[src/rtl/tm_unary_add_seq.sv]
// Job-level sequencer for the unary-addition tape machine: accepts a tape,
// steps the head through seek / scan / erase, and returns the result tape.
module tm_unary_add_seq #(
    parameter int TAPE_W    = 10,
    parameter int MAX_STEPS = 24,
    localparam int STEP_W   = $clog2(MAX_STEPS + 1)
) (
    input  logic              clk,
    input  logic              rst_n,
    input  logic              in_valid,
    output logic              in_ready,
    input  logic [TAPE_W-1:0] in_tape,
    input  logic              step_en,
    output logic              out_valid,
    input  logic              out_ready,
    output logic [TAPE_W-1:0] out_tape,
    output logic [STEP_W-1:0] out_steps,
    output logic [1:0]        out_err
);
    localparam int HEAD_W = (TAPE_W > 1) ? $clog2(TAPE_W) : 1;

    localparam logic [1:0] ERR_OK      = 2'd0;
    localparam logic [1:0] ERR_NO_SEP  = 2'd1;
    localparam logic [1:0] ERR_TIMEOUT = 2'd2;
    localparam logic [1:0] ERR_EMPTY   = 2'd3;

    typedef enum logic [2:0] {IDLE, SEEK, SCAN_A, SCAN_B, ERASE, DONE} state_t;

    state_t              state_q, state_d;
    logic [TAPE_W-1:0]   tape_q, tape_d;
    logic [HEAD_W-1:0]   head_q, head_d;
    logic [STEP_W-1:0]   steps_q, steps_d;
    logic [1:0]          err_q, err_d;
    logic                cur_bit, last;

    assign cur_bit = tape_q[head_q];
    assign last    = (head_q == HEAD_W'(TAPE_W - 1));

    always_ff @(posedge clk or negedge rst_n) begin
        if (!rst_n) begin
            state_q <= IDLE;
            tape_q  <= '0;
            head_q  <= '0;
            steps_q <= '0;
            err_q   <= ERR_OK;
        end else begin
            state_q <= state_d;
            tape_q  <= tape_d;
            head_q  <= head_d;
            steps_q <= steps_d;
            err_q   <= err_d;
        end
    end

    always_comb begin
        state_d = state_q;
        tape_d  = tape_q;
        head_d  = head_q;
        steps_d = steps_q;
        err_d   = err_q;
        unique case (state_q)
            IDLE: begin
                if (in_valid) begin
                    tape_d  = in_tape;
                    head_d  = '0;
                    steps_d = '0;
                    err_d   = ERR_OK;
                    state_d = SEEK;
                end
            end
            SEEK, SCAN_A, SCAN_B, ERASE: begin
                if (step_en) begin
                    // Budget exhaustion wins over the per-state rule and freezes the tape.
                    if (steps_q == STEP_W'(MAX_STEPS)) begin
                        state_d = DONE;
                        err_d   = ERR_TIMEOUT;
                    end else begin
                        steps_d = steps_q + 1'b1;
                        unique case (state_q)
                            SEEK: begin
                                if (cur_bit) begin
                                    state_d = SCAN_A;
                                    head_d  = head_q + 1'b1;
                                end else if (!last) begin
                                    head_d  = head_q + 1'b1;
                                end else begin
                                    state_d = DONE;
                                    err_d   = ERR_EMPTY;
                                end
                            end
                            SCAN_A: begin
                                if (cur_bit && !last) begin
                                    head_d  = head_q + 1'b1;
                                end else if (cur_bit) begin
                                    state_d = DONE;
                                    err_d   = ERR_NO_SEP;
                                end else begin
                                    // Fill the separator; head saturates on the last cell.
                                    tape_d[head_q] = 1'b1;
                                    head_d  = last ? head_q : head_q + 1'b1;
                                    state_d = SCAN_B;
                                end
                            end
                            SCAN_B: begin
                                if (cur_bit && !last) begin
                                    head_d  = head_q + 1'b1;
                                end else if (cur_bit) begin
                                    state_d = ERASE;
                                end else begin
                                    head_d  = (head_q == '0) ? head_q : head_q - 1'b1;
                                    state_d = ERASE;
                                end
                            end
                            default: begin
                                tape_d[head_q] = 1'b0;
                                state_d = DONE;
                                err_d   = ERR_OK;
                            end
                        endcase
                    end
                end
            end
            DONE: begin
                if (out_ready) state_d = IDLE;
            end
            default: state_d = IDLE;
        endcase
    end

    assign in_ready  = (state_q == IDLE);
    assign out_valid = (state_q == DONE);
    assign out_tape  = tape_q;
    assign out_steps = steps_q;
    assign out_err   = err_q;

endmodule

[config.mk]
export PLATFORM = sky130hd
export DESIGN_NAME = tm_unary_add_seq
export DESIGN_NICKNAME = d
export VERILOG_FILES = /design/src/rtl/tm_unary_add_seq.sv
export SDC_FILE = /design/constraint.sdc
export NUM_CORES = 1
export LEC_CHECK = 0
export ABC_AREA = 1
export ABC_CLOCK_PERIOD_IN_PS = 2150
export CELL_PAD_IN_SITES_DETAIL_PLACEMENT = 1
export CELL_PAD_IN_SITES_GLOBAL_PLACEMENT = 1
export CORE_MARGIN = 2
export CORE_UTILIZATION = 38
export DETAILED_ROUTE_END_ITERATION = 7
export PLACE_DENSITY = 0.83
export SLEW_MARGIN = 25
export SYNTH_ARGS = -nofsm -noshare
export SYNTH_HDL_FRONTEND = slang
export SYNTH_SLANG_ARGS = --single-unit
export TNS_END_PERCENT = 5
[constraint.sdc]
create_clock -name clk -period 2.15 [get_ports clk]
set_clock_uncertainty 0.05 [all_clocks]
set_input_delay 0.43 -clock clk [delete_from_list [all_inputs] [get_ports clk]]
set_output_delay 0.43 -clock clk [all_outputs]
set_load 0.005 [all_outputs]
==> key figures <==
Outcome
  • Status: finished, final reports clean

Place
  • Dpl cell area: 2470 sq um
  • Port bufs: 33
  • Hpwl dp: 4460 um
  • GP Congestion: 0.779

STA
  • Min Clock Period, post-route: 2.07 ns
  • Final Cycle Share: 0.965
  • Final Hold Vio Count: 0
  • RSZ-0062 raised after global routing: true
  • F_max: 482 MHz
  • Slew Viols, Final: 0
  • Finish-stage setup viols: 0
  • Slew @ Worst Pin: 0.461 ns
  • Max-slew headroom: 0.692

Global route
  • Global Route Usage Sum: 0.206
  • Grt ovf: 0
  • Initial antenna violation count: 0
  • First-pass GRT wire length: 9910 um
  • Largest net degree at the start of global routing: 25
  • Vias in the first global route: 2142

Die
  • Rows: 26
  • IO Pins: 34
  • Die Span Y: 76.5 um
  • Die ar.: 5850 sq um
  • Starting density of the core: 0.393
  • Core Region: 5070 sq um
  • Die W: 76.5 um

Worst setup path
  • Crit Path Class: register to primary output
  • Cell mode on critical path: inv_1
  • Buffers and inverters on the worst path: 3
  • Crit path launch: state_q[2]
  • Worst path cell trace: inv_1, nand2_1, inv_1, clkdlybuf4s50_1
  • R2r startpoint: head_q[0]
  • CP startpoint kind: register
  • Critical path data arrival time: 1.59 ns
  • Delay-heaviest family, CP: buffers and inverters
  • Req. time, crit path: 1.67 ns
  • Endpoint class of the critical path: primary output
  • Slowest cell delay on critical path: 0.49 ns
  • Crit-path max FO: 8
  • CP max-delay cell: clkdlybuf4s50_1

CTS
  • Number of H-tree levels: 1
  • Root Buffer: clkbuf_8
  • Clock slew at reported path FFs: 0.10 ns
  • Clk buf depth: 2
  • CTS tree: yes
  • CTS sink count: 24
  • Clock latency on the worst-skew pair: 0.28 ns
  • Num CTS Buffers: 3
  • Number of setup buffers added after CTS: 0

Yosys
  • Share of the synthesized area in the top cell type: 0.301
  • Average cell area after synthesis: 6.67 sq um
  • Synthesized cell area: 2000 sq um
  • Sequential fraction of the synthesis area: 0.301
  • Post-synth top cells: nand2_1 (109), nand3_1 (33), inv_1 (29)
  • Largest cells by area after synthesis: dfrtp_1 (30%), nand2_1 (21%), nand3_1 (8.3%), inv_1 (5.5%), ha_1 (4.4%)
  • Most common cell in the synthesized netlist: nand2_1
  • Synth Flop Type: dfrtp_1
  • FF+latch count, synth: 24
  • Syn nets: 321
  • Area leader, netlist: dfrtp_1
  • Distinct cells, synth: 33
  • Synth Warn #: 0
  • Number of enable flip-flop cells after synthesis: 0
  • Asr flop ratio synth: 1.00
  • Cells after synthesis: 299

Route
  • DR vias/cell: 5.00
  • Total number of vias: 2062
  • DR iter-0 viols: 68
  • Routed len/inst: 13.9 um
  • Total Wirelength: 5740 um
  • DRT Pass-1 Iters: 4
  • DRC Markers: 0
  • Final ANT Viol Nets: 0

Power and ir drop
  • Static leakage: 1.28 nW
  • Peak supply drop: 0.559 mV
  • Power per cell area: 1570 nW/um^2

Worst hold path
  • Hold path start: out_err[1]
  • Min-Delay Path Class: register to register

Finish
  • Design area: 2550 sq um
  • Layout Utilization: 0.502
  • Nets: 365
  • Antenna diode count: 0
  • Share of post-route cells with drive strength above 1: 0.135
  • Synthesis-to-finish area growth: 27.6%

Job
  • Max_cap viols: 0
==> cells in the final DEF (no fill, tap or decap), types with 2 or more instances in the layout <==
cell / instances
nand2_1: 109
nand3_1: 33
clkdlybuf4s50_1: 33
inv_1: 29
dfrtp_1: 23
o21ai_0: 17
nor2_1: 15
buf_4: 14
ha_1: 7
o21ai_1: 6
nand4_1: 6
xor2_1: 5
a21oi_1: 5
inv_2: 4
nor2_2: 4
nand2_2: 4
nand2_4: 3
nand3_2: 3
clkbuf_8: 3
nand3_4: 2
==> report_power, final <==
group,switching (mW),internal (mW),total (mW)
Sequential,0.212,0.626,0.839
Combinational,1.65,1.09,2.73
Clock,0.168,0.249,0.417
Total,2.03,1.96,3.99
==> logic make-up (layout without fill, tap and decap cells) <==
kind of cell / count (synthesis) / in the layout / synth area share
AND/OR/NAND/NOR: 184 / 184 / 0.428
XOR/XNOR: 6 / 6 / 0.0263
flip-flops: 24 / 24 / 0.301
buffers and inverters: 43 / 86 / 0.102
AO/OA/AOI/OAI: 35 / 35 / 0.0997
adder cells (fa/ha/maj): 7 / 7 / 0.0439
==> what timing repair did <==
item	in CTS	in global routing
resized for setup	0	3
endpoints found under the setup margin	0	5
hold buffers	0	0
==> cell type report <==
cell class / instances / area [sq um]
inverter: 34 / 130
fill: 676 / 2530
timing repair buffer: 48 / 455
clock inverter: 1 / 30.0
sequential: 24 / 602
tap: 70 / 87.6
multi-input combinational: 232 / 1200
clock buffer: 3 / 41.3
==> per-stage QoR <==
| step | instances | hold slack [ns] | setup WS (ns) | setup TNS, ns | power, mW |
|---|---|---|---|---|---|
| final | 412 | 0.453 | 0.0763 | 0 | 3.99 |
| after global routing | 412 | 0.475 | -0.0142 | -0.0142 | 4.40 |
| after CTS | 412 | 0.463 | 0.00264 | 0 | 4.01 |
| after detailed placement | 408 | 0.439 | 0.0869 | 0 | 3.57 |
| after global placement | 408 | 0.428 | 0.155 | 0 | 3.48 |
| after floorplan | 299 | 0.0844 | 0.390 | 0 | 2.70 |
==> worst min-delay path: stages, from the launching register on <==
cell and delay, ns:
dfrtp_1 0.35, nand2_1 0.05, o21ai_1 0.07
==> routing by layer <==
| layer | GRT usage | up-vias | part of all wire |
|---|---|---|---|
| met3 | 0.0190 | 2 | 0.016 |
| met5 | 0 | - | 0 |
| met1 | 0.269 | 998 | 0.47 |
| met2 | 0.369 | 23 | 0.50 |
| met4 | 0.0436 | 0 | 0.0066 |
| li1 | - | 1039 | - |
==> path summary, 6_finish.rpt <==
path                            slack [ns]  cells after the start          to
max in group asynchronous             1.33                      2  state_q[0]
worst min register to register        0.45                      2  out_err[1]
worst min-delay path                  0.45                      2  out_err[1]
min in group asynchronous             0.46                      2  out_err[0]
worst max register to register        0.19                     13    register
worst max-delay path                  0.08                      4    in_ready
Power figures use the tool's default switching activity.
